**src/rtl/translator_pkg.sv**
```systemverilog
// Shared constants and the colour-stripping address translation for the AXI colour translator.
package translator_pkg;

    // AxLEN(8) + AxSIZE(3) + AxBURST(2) + AxLOCK(1) + AxCACHE(4) + AxPROT(3) + AxQOS(4)
    localparam int AX_SIDE_W = 25;
    localparam int MAX_OUTSTANDING_DFLT = 8;
    localparam int CNT_W = $clog2(MAX_OUTSTANDING_DFLT + 1);

    function automatic int ax_payload_w(input int id_w, input int addr_w);
        return id_w + addr_w + AX_SIDE_W;
    endfunction

    // Drop addr[ub:lb], close the gap, keep only the low kw input bits, then relocate into base.
    function automatic logic [63:0] translate_addr(input logic [63:0] addr, input int ub,
                                                   input int lb, input int kw,
                                                   input logic [63:0] base);
        logic [63:0] res;
        int          cw;
        int          src;
        res = '0;
        cw  = ub - lb + 1;
        for (int i = 0; i < 64; i++) begin
            src = i + cw;
            if (i < lb) begin
                res[i[5:0]] = addr[i[5:0]];
            end else if (src < kw) begin
                res[i[5:0]] = addr[src[5:0]];
            end
        end
        return res | base;
    endfunction

endpackage

```
**src/rtl/axi_skid_slice.sv**
```systemverilog
// Full-throughput two-entry register slice with a registered upstream ready.
module axi_skid_slice
    import translator_pkg::*;
#(
    parameter int PAYLOAD_W = 8
) (
    input  logic                 clk_i,
    input  logic                 rst_ni,
    input  logic                 block_i,
    input  logic                 s_valid_i,
    output logic                 s_ready_o,
    input  logic [PAYLOAD_W-1:0] s_payload_i,
    output logic                 m_valid_o,
    input  logic                 m_ready_i,
    output logic [PAYLOAD_W-1:0] m_payload_o
);

    logic                 main_vld_q, main_vld_d;
    logic                 skid_vld_q, skid_vld_d;
    logic                 rdy_q, rdy_d;
    logic [PAYLOAD_W-1:0] main_q, main_d;
    logic [PAYLOAD_W-1:0] skid_q, skid_d;
    logic                 s_hs;

    assign s_hs        = s_valid_i & rdy_q;
    assign s_ready_o   = rdy_q;
    assign m_valid_o   = main_vld_q;
    assign m_payload_o = main_q;

    always_comb begin
        main_vld_d = main_vld_q;
        main_d     = main_q;
        skid_vld_d = skid_vld_q;
        skid_d     = skid_q;
        if (!main_vld_q || m_ready_i) begin
            if (skid_vld_q) begin
                main_vld_d = 1'b1;
                main_d     = skid_q;
                skid_vld_d = 1'b0;
            end else begin
                main_vld_d = s_hs;
                main_d     = s_payload_i;
            end
        end else if (s_hs) begin
            // main is stalled: the beat accepted under the registered ready lands in skid
            skid_vld_d = 1'b1;
            skid_d     = s_payload_i;
        end
        rdy_d = !skid_vld_d && !block_i;
    end

    always_ff @(posedge clk_i or negedge rst_ni) begin
        if (!rst_ni) begin
            main_vld_q <= 1'b0;
            skid_vld_q <= 1'b0;
            rdy_q      <= 1'b0;
        end else begin
            main_vld_q <= main_vld_d;
            skid_vld_q <= skid_vld_d;
            rdy_q      <= rdy_d;
        end
    end

    always_ff @(posedge clk_i) begin
        main_q <= main_d;
        skid_q <= skid_d;
    end

endmodule

```
**src/rtl/axi_color_translator_slice.sv**
```systemverilog
// Registered AXI4 colour-stripping address translator with per-direction outstanding limits.
module axi_color_translator_slice
    import translator_pkg::*;
#(
    parameter int C_AXI_ID_WIDTH         = 1,
    parameter int C_AXI_ADDR_WIDTH       = 40,
    parameter int C_AXI_DATA_WIDTH       = 128,
    parameter int COLOR_BITS_UPPER_BOUND = 15,
    parameter int COLOR_BITS_LOWER_BOUND = 14,
    parameter int ADDR_KEEP_WIDTH        = 32,
    parameter logic [C_AXI_ADDR_WIDTH-1:0] C_M00_AXI_TARGET_SLAVE_BASE_ADDR = 40'h40_0000_0000,
    parameter int MAX_OUTSTANDING        = MAX_OUTSTANDING_DFLT
) (
    input  logic                            s00_axi_aclk,
    input  logic                            s00_axi_aresetn,
    input  logic [C_AXI_ID_WIDTH-1:0]       s00_axi_awid,
    input  logic [C_AXI_ADDR_WIDTH-1:0]     s00_axi_awaddr,
    input  logic [7:0]                      s00_axi_awlen,
    input  logic [2:0]                      s00_axi_awsize,
    input  logic [1:0]                      s00_axi_awburst,
    input  logic                            s00_axi_awlock,
    input  logic [3:0]                      s00_axi_awcache,
    input  logic [2:0]                      s00_axi_awprot,
    input  logic [3:0]                      s00_axi_awqos,
    input  logic                            s00_axi_awvalid,
    output logic                            s00_axi_awready,
    input  logic [C_AXI_DATA_WIDTH-1:0]     s00_axi_wdata,
    input  logic [C_AXI_DATA_WIDTH/8-1:0]   s00_axi_wstrb,
    input  logic                            s00_axi_wlast,
    input  logic                            s00_axi_wvalid,
    output logic                            s00_axi_wready,
    output logic [C_AXI_ID_WIDTH-1:0]       s00_axi_bid,
    output logic [1:0]                      s00_axi_bresp,
    output logic                            s00_axi_bvalid,
    input  logic                            s00_axi_bready,
    input  logic [C_AXI_ID_WIDTH-1:0]       s00_axi_arid,
    input  logic [C_AXI_ADDR_WIDTH-1:0]     s00_axi_araddr,
    input  logic [7:0]                      s00_axi_arlen,
    input  logic [2:0]                      s00_axi_arsize,
    input  logic [1:0]                      s00_axi_arburst,
    input  logic                            s00_axi_arlock,
    input  logic [3:0]                      s00_axi_arcache,
    input  logic [2:0]                      s00_axi_arprot,
    input  logic [3:0]                      s00_axi_arqos,
    input  logic                            s00_axi_arvalid,
    output logic                            s00_axi_arready,
    output logic [C_AXI_ID_WIDTH-1:0]       s00_axi_rid,
    output logic [C_AXI_DATA_WIDTH-1:0]     s00_axi_rdata,
    output logic [1:0]                      s00_axi_rresp,
    output logic                            s00_axi_rlast,
    output logic                            s00_axi_rvalid,
    input  logic                            s00_axi_rready,
    output logic [C_AXI_ID_WIDTH-1:0]       m00_axi_awid,
    output logic [C_AXI_ADDR_WIDTH-1:0]     m00_axi_awaddr,
    output logic [7:0]                      m00_axi_awlen,
    output logic [2:0]                      m00_axi_awsize,
    output logic [1:0]                      m00_axi_awburst,
    output logic                            m00_axi_awlock,
    output logic [3:0]                      m00_axi_awcache,
    output logic [2:0]                      m00_axi_awprot,
    output logic [3:0]                      m00_axi_awqos,
    output logic                            m00_axi_awvalid,
    input  logic                            m00_axi_awready,
    output logic [C_AXI_DATA_WIDTH-1:0]     m00_axi_wdata,
    output logic [C_AXI_DATA_WIDTH/8-1:0]   m00_axi_wstrb,
    output logic                            m00_axi_wlast,
    output logic                            m00_axi_wvalid,
    input  logic                            m00_axi_wready,
    input  logic [C_AXI_ID_WIDTH-1:0]       m00_axi_bid,
    input  logic [1:0]                      m00_axi_bresp,
    input  logic                            m00_axi_bvalid,
    output logic                            m00_axi_bready,
    output logic [C_AXI_ID_WIDTH-1:0]       m00_axi_arid,
    output logic [C_AXI_ADDR_WIDTH-1:0]     m00_axi_araddr,
    output logic [7:0]                      m00_axi_arlen,
    output logic [2:0]                      m00_axi_arsize,
    output logic [1:0]                      m00_axi_arburst,
    output logic                            m00_axi_arlock,
    output logic [3:0]                      m00_axi_arcache,
    output logic [2:0]                      m00_axi_arprot,
    output logic [3:0]                      m00_axi_arqos,
    output logic                            m00_axi_arvalid,
    input  logic                            m00_axi_arready,
    input  logic [C_AXI_ID_WIDTH-1:0]       m00_axi_rid,
    input  logic [C_AXI_DATA_WIDTH-1:0]     m00_axi_rdata,
    input  logic [1:0]                      m00_axi_rresp,
    input  logic                            m00_axi_rlast,
    input  logic                            m00_axi_rvalid,
    output logic                            m00_axi_rready,
    output logic [$clog2(MAX_OUTSTANDING+1)-1:0] wr_outstanding,
    output logic [$clog2(MAX_OUTSTANDING+1)-1:0] rd_outstanding
);

    localparam int CNT_WIDTH = $clog2(MAX_OUTSTANDING + 1);
    localparam int PAY_W     = ax_payload_w(C_AXI_ID_WIDTH, C_AXI_ADDR_WIDTH);
    localparam logic [CNT_WIDTH-1:0] MAX_CNT = CNT_WIDTH'(MAX_OUTSTANDING);
    localparam logic [63:0]          BASE64  = 64'(C_M00_AXI_TARGET_SLAVE_BASE_ADDR);

    function automatic logic [CNT_WIDTH-1:0] step_count(input logic [CNT_WIDTH-1:0] cnt,
                                                         input logic inc, input logic dec);
        if (inc && !dec) return cnt + 1'b1;
        if (dec && !inc && cnt != '0) return cnt - 1'b1;
        return cnt;
    endfunction

    logic [C_AXI_ADDR_WIDTH-1:0] aw_addr_xl, ar_addr_xl;
    logic [PAY_W-1:0]            aw_pay_in, aw_pay_out, ar_pay_in, ar_pay_out;
    logic [CNT_WIDTH-1:0]        wr_cnt_q, wr_cnt_d, rd_cnt_q, rd_cnt_d;
    logic                        aw_hs, ar_hs, b_done, r_done, wr_block, rd_block;

    assign aw_addr_xl = C_AXI_ADDR_WIDTH'(translate_addr(64'(s00_axi_awaddr), COLOR_BITS_UPPER_BOUND,
                            COLOR_BITS_LOWER_BOUND, ADDR_KEEP_WIDTH, BASE64));
    assign ar_addr_xl = C_AXI_ADDR_WIDTH'(translate_addr(64'(s00_axi_araddr), COLOR_BITS_UPPER_BOUND,
                            COLOR_BITS_LOWER_BOUND, ADDR_KEEP_WIDTH, BASE64));

    assign aw_pay_in = {s00_axi_awid, aw_addr_xl, s00_axi_awlen, s00_axi_awsize, s00_axi_awburst,
                        s00_axi_awlock, s00_axi_awcache, s00_axi_awprot, s00_axi_awqos};
    assign ar_pay_in = {s00_axi_arid, ar_addr_xl, s00_axi_arlen, s00_axi_arsize, s00_axi_arburst,
                        s00_axi_arlock, s00_axi_arcache, s00_axi_arprot, s00_axi_arqos};

    assign {m00_axi_awid, m00_axi_awaddr, m00_axi_awlen, m00_axi_awsize, m00_axi_awburst,
            m00_axi_awlock, m00_axi_awcache, m00_axi_awprot, m00_axi_awqos} = aw_pay_out;
    assign {m00_axi_arid, m00_axi_araddr, m00_axi_arlen, m00_axi_arsize, m00_axi_arburst,
            m00_axi_arlock, m00_axi_arcache, m00_axi_arprot, m00_axi_arqos} = ar_pay_out;

    // A transaction opens on the slave address handshake and closes on B, or on the last R beat.
    assign aw_hs  = s00_axi_awvalid & s00_axi_awready;
    assign ar_hs  = s00_axi_arvalid & s00_axi_arready;
    assign b_done = m00_axi_bvalid & s00_axi_bready;
    assign r_done = m00_axi_rvalid & s00_axi_rready & m00_axi_rlast;

    always_comb begin
        wr_cnt_d = step_count(wr_cnt_q, aw_hs, b_done);
        rd_cnt_d = step_count(rd_cnt_q, ar_hs, r_done);
        wr_block = (wr_cnt_d == MAX_CNT);
        rd_block = (rd_cnt_d == MAX_CNT);
    end

    always_ff @(posedge s00_axi_aclk or negedge s00_axi_aresetn) begin
        if (!s00_axi_aresetn) begin
            wr_cnt_q <= '0;
            rd_cnt_q <= '0;
        end else begin
            wr_cnt_q <= wr_cnt_d;
            rd_cnt_q <= rd_cnt_d;
        end
    end

    assign wr_outstanding = wr_cnt_q;
    assign rd_outstanding = rd_cnt_q;

    axi_skid_slice #(.PAYLOAD_W(PAY_W)) u_aw_slice (
        .clk_i      (s00_axi_aclk),
        .rst_ni     (s00_axi_aresetn),
        .block_i    (wr_block),
        .s_valid_i  (s00_axi_awvalid),
        .s_ready_o  (s00_axi_awready),
        .s_payload_i(aw_pay_in),
        .m_valid_o  (m00_axi_awvalid),
        .m_ready_i  (m00_axi_awready),
        .m_payload_o(aw_pay_out)
    );

    axi_skid_slice #(.PAYLOAD_W(PAY_W)) u_ar_slice (
        .clk_i      (s00_axi_aclk),
        .rst_ni     (s00_axi_aresetn),
        .block_i    (rd_block),
        .s_valid_i  (s00_axi_arvalid),
        .s_ready_o  (s00_axi_arready),
        .s_payload_i(ar_pay_in),
        .m_valid_o  (m00_axi_arvalid),
        .m_ready_i  (m00_axi_arready),
        .m_payload_o(ar_pay_out)
    );

    assign m00_axi_wdata  = s00_axi_wdata;
    assign m00_axi_wstrb  = s00_axi_wstrb;
    assign m00_axi_wlast  = s00_axi_wlast;
    assign m00_axi_wvalid = s00_axi_wvalid;
    assign s00_axi_wready = m00_axi_wready;

    assign s00_axi_bid    = m00_axi_bid;
    assign s00_axi_bresp  = m00_axi_bresp;
    assign s00_axi_bvalid = m00_axi_bvalid;
    assign m00_axi_bready = s00_axi_bready;

    assign s00_axi_rid    = m00_axi_rid;
    assign s00_axi_rdata  = m00_axi_rdata;
    assign s00_axi_rresp  = m00_axi_rresp;
    assign s00_axi_rlast  = m00_axi_rlast;
    assign s00_axi_rvalid = m00_axi_rvalid;
    assign m00_axi_rready = s00_axi_rready;

endmodule
```
**config.mk**
```make
export PLATFORM = sky130hd
export DESIGN_NAME = axi_color_translator_slice
export DESIGN_NICKNAME = d
export VERILOG_FILES = /design/src/rtl/translator_pkg.sv /design/src/rtl/axi_skid_slice.sv /design/src/rtl/axi_color_translator_slice.sv
export SDC_FILE = /design/constraint.sdc
export NUM_CORES = 1
export LEC_CHECK = 0
export ABC_AREA = 0
export BUFFER_PORTS_ARGS = -buffer_cell sky130_fd_sc_hd__buf_2
export CAP_MARGIN = 30
export CORE_AREA = 2 2 332 334
export CTS_CLUSTER_SIZE = 10
export DETAILED_ROUTE_END_ITERATION = 12
export DIE_AREA = 0 0 334 336
export SETUP_SLACK_MARGIN = 0.2
export SLEW_MARGIN = 5
export SYNTH_ARGS = -nofsm -noshare
export SYNTH_HDL_FRONTEND = slang
export SYNTH_HIERARCHICAL = 1
export SYNTH_SLANG_ARGS = --single-unit
```
**constraint.sdc**
```tcl
create_clock -name s00_axi_aclk -period 12 [get_ports s00_axi_aclk]
set_input_delay 1.2 -clock s00_axi_aclk [delete_from_list [all_inputs] [get_ports s00_axi_aclk]]
set_output_delay 1.2 -clock s00_axi_aclk [all_outputs]
set_load 0.03 [all_outputs]
```
==> impl_metrics.py <==
metrics = {
    "yosys": {
        "synth_ff_type": "edfxtp_1",
        "synth.largest_area_cell": "edfxtp_1",
        "async_flop_share_pct": 5.036,
        "synth_area_per_cell_um2": 16.17,
        "synth.yosys.seq_area_share_pct": 64.81,
        "ys_top_cells_by_area": "edfxtp_1, buf_4, mux2_4, mux2_2, dfrtp_1",
        "synth_edf_count": 264,
        "synth.top_cell.area_share_pct": 62.06,
        "synthCells": 790,
        "ys_ff_latch": 278,
        "yosysWarnings": 6,
        "syn-cell-area_mm2": 0.01277,
        "synth_cell_types": 41,
    },
    "sta": {
        "slew_viol_final": 0,
        "fin_tns_setup_ns": 0,
        "fin_ws_ns": 9.025,
        "rsz0062_at_grt": "false",
        "hold_ws_ns": 0.5358,
        "timing.slew.headroom_pct": 35.66,
        "setup-violations-final": 0,
        "fmax_mhz": 336.1,
        "final_hold_viol_count": 0,
        "fin_crit_ns": 2.975,
        "worst_pin_slew_ns": 0.9651,
        "worst_clock_skew_ns": 0.008791,
        "final.period_utilization_pct": 24.79,
    },
    "critical_path": {
        "critPathLaunchType": "input pin",
        "required_ns": 12.19,
        "r2r-start": "u_ar_slice/m_valid_o$_DFFE_PN0P_",
        "crit_path_end_kind": "register",
        "worstPathMaxFanout": 70,
        "arrival_ns": 3.17,
        "startpoint": "m00_axi_awready",
        "r2r_setup_slack_ns": 9.18,
        "r2r_cells": 3,
        "critPathKind": "in -> reg",
        "worst_r2r_endpoint": "u_ar_slice/skid_q[14]$_DFFE_PP_",
        "endpoint": "u_aw_slice/skid_q[30]$_DFFE_PP_",
    },
    "detailed_routing": {
        "finalWirelength_mm": 52.64,
        "drtIter0Drc": 268,
        "drcViolationCount": 0,
        "wl_per_cell_um": 23.12,
        "first_pass_iters": 6,
        "vias_per_cell": 2.744,
        "num_vias": 6249,
        "antenna_left": 0,
    },
    "placed_design": {
        "dp_slack_ns": 8.385,
        "gp_congestion": 0.8112,
        "dp_cells": 2218,
        "io_buffers": 271,
        "post-dp-hpwl_mm": 43.68,
    },
    "power": {
        "p_int_mw": 2.069,
        "vdd_drop_max_v": 0.0001243,
        "combPwrFrac_pct": 24.2,
        "p_sw_share_pct": 32.68,
        "p_leak_nw": 5.343,
        "pwr-share-clk_pct": 31.1,
        "p_switching_mw": 1.004,
        "power_density_mw_per_mm2": 206.6,
        "pwr-share-seq_pct": 44.7,
    },
    "global_route": {
        "grt_max_degree": 71,
        "antenna_found_initial": 3,
        "grt_first_pass_wirelength_mm": 64.47,
        "first_global_vias": 6246,
        "grt.overflow.total": 0,
        "grt_use_total_pct": 8.931,
    },
    "die": {
        "die-area_mm2": 0.1122,
        "start_util_pct": 11.78,
        "core_area_mm2": 0.1084,
        "rows": 121,
        "die_h_um": 336,
        "die_w_um": 334,
        "boundaryPins": 854,
    },
    "clocking": {
        "insertion_delay_ns": 0.56,
        "cts_setup_buffers": 0,
        "cts-root-buf": "clkbuf_16",
        "clkTransAtPathRegs_ns": 0.05,
        "htree_levels": 2,
        "cts_resized": 0,
        "cts_buffers": 35,
        "clock_sinks": 278,
        "ctsHoldBuffers": 0,
        "cts_buffer_depth": 3,
        "cts_tree": "built",
    },
    "hold_path": {
        "hold_class": "reg -> reg",
    },
    "job": {
        "maxCapViolations": 0,
    },
    "run_status": {
        "outcome": "completed",
    },
    "final_layout": {
        "fin_cells": 2277,
        "syn_to_final_growth_pct": 16.47,
        "fillers": 12078,
        "drive_above_1_share_pct": 54.31,
        "fin_nets": 1269,
    },
}
## layout make-up
class / instances / area (um2) / area share, %
Antenna cell: 5 / 12.51 / 0.08410
Clock buffer: 45 / 923.4 / 6.207
Clock inverter: 9 / 85.08 / 0.5719
Inverter: 7 / 26.28 / 0.1766
Multi-Input combinational cell: 241 / 2366 / 15.90
Sequential cell: 278 / 8285 / 55.69
Tap cell: 1414 / 1769 / 11.89
Timing Repair Buffer: 278 / 1409 / 9.470
## cell usage after synthesis, types with 4 or more instances
| cell type | number |
|---|---|
| a21oi_1 | 4 |
| buf_2 | 7 |
| buf_4 | 288 |
| buf_6 | 7 |
| dfrtp_1 | 14 |
| edfxtp_1 | 264 |
| ha_1 | 4 |
| inv_1 | 6 |
| mux2_2 | 72 |
| mux2_4 | 60 |
| nand2_1 | 6 |
| nand3_1 | 7 |
| nor2_1 | 9 |
## state kept, by name, indices dropped and copies added (netlist names), 4 cells and up
| register | cells |
|---|---|
| rd_outstanding | 4 |
| u_ar_slice/m_payload_o | 66 |
| u_ar_slice/skid_q | 66 |
| u_aw_slice/m_payload_o | 66 |
| u_aw_slice/skid_q | 66 |
| wr_outstanding | 4 |
## metrics by stage
stage                     total power [mW]  util [%]  cell area, um2
after floorplan                      2.071         -           12920
after global placement               2.147     12.78           13860
after detailed placement             2.154     12.78           13860
after CTS                            3.140     13.71           14860
after global routing                 3.217     13.71           14860
final                                3.073     13.72           14880
## placed cells by master, fill, tap and decap left out, types with 2 or more instances in the layout
cell       count
a21oi_1        4
a22oi_1        3
buf_2        271
buf_4          7
clkbuf_1       9
clkbuf_16     35
clkinv_1       3
clkinv_2       2
conb_1        40
dfrtp_1       12
dfrtp_4        2
diode_2        5
edfxtp_1     264
ha_1           4
inv_1          6
mux2_2        72
mux2_4        60
mux2i_1        2
nand2_1        6
nand2b_4       2
nand3_1        7
nand4_1        3
nor2_1         7
nor2_4         2
nor3_1         2
nor3b_1        2
o21ai_1        3
o21ba_2        2
o311ai_1       2
xnor2_1        2
## kinds of logic (layout without fill, tap and decap cells)
| family | count (synthesis) | count (layout) | share of synthesized area (%) |
|---|---|---|---|
| AOI/OAI and AO/OA | 23 | 23 | 1.401 |
| xor gates and xnor gates | 3 | 3 | 0.2057 |
| adders and majority gates | 4 | 4 | 0.3918 |
| buffers and inverters | 309 | 339 | 18.02 |
| DFF | 278 | 278 | 64.81 |
| muxes | 134 | 134 | 13.56 |
| other | 2 | 45 | 0.05879 |
| and+or+nand+nor | 37 | 37 | 1.557 |
## per-layer routing
layer | wire (um) | GRT usage, %
met1 | 12600 | 5.974
met2 | 20440 | 11.80
met5 | 161 | 1.021
met3 | 16140 | 13.11
met4 | 3304 | 5.482
## power by group through the flow
stage	clock, mW	combinational (mW)	sequential (mW)
floorplan	0	0.457	1.61
global placement	0	0.755	1.39
CTS	1.00	0.758	1.38
detailed placement	0	0.757	1.40
finish	0.956	0.743	1.37
global route	1.03	0.792	1.40
## how the worst min path moves through the flow
| stage | startpoint | to | slack [ns] | cells past startpoint |
|---|---|---|---|---|
| after floorplan | u_ar_slice/skid_q[0]$_DFFE_PP_ | u_ar_slice/m_payload_o[0]$_DFFE_PP_ | 0.52 | 1 |
| after global placement | u_ar_slice/skid_q[64]$_DFFE_PP_ | u_ar_slice/m_payload_o[64]$_DFFE_PP_ | 0.53 | 1 |
| after detailed placement | u_ar_slice/skid_q[19]$_DFFE_PP_ | u_ar_slice/m_payload_o[19]$_DFFE_PP_ | 0.53 | 1 |
| after CTS | s00_axi_aresetn | rd_outstanding[1]$_DFF_PN0_ | 0.53 | 1 |
| after global routing | u_ar_slice/skid_q[19]$_DFFE_PP_ | u_ar_slice/m_payload_o[19]$_DFFE_PP_ | 0.55 | 1 |
| final | u_aw_slice/skid_q[59]$_DFFE_PP_ | u_aw_slice/m_payload_o[59]$_DFFE_PP_ | 0.54 | 1 |
## critical path: stages
cell and delay [ns]:
buf_2 0.10, nand2b_4 0.12, buf_4 0.41, nor2_4 0.62
buf_4 0.64
(Power assumes the default switching activity.)
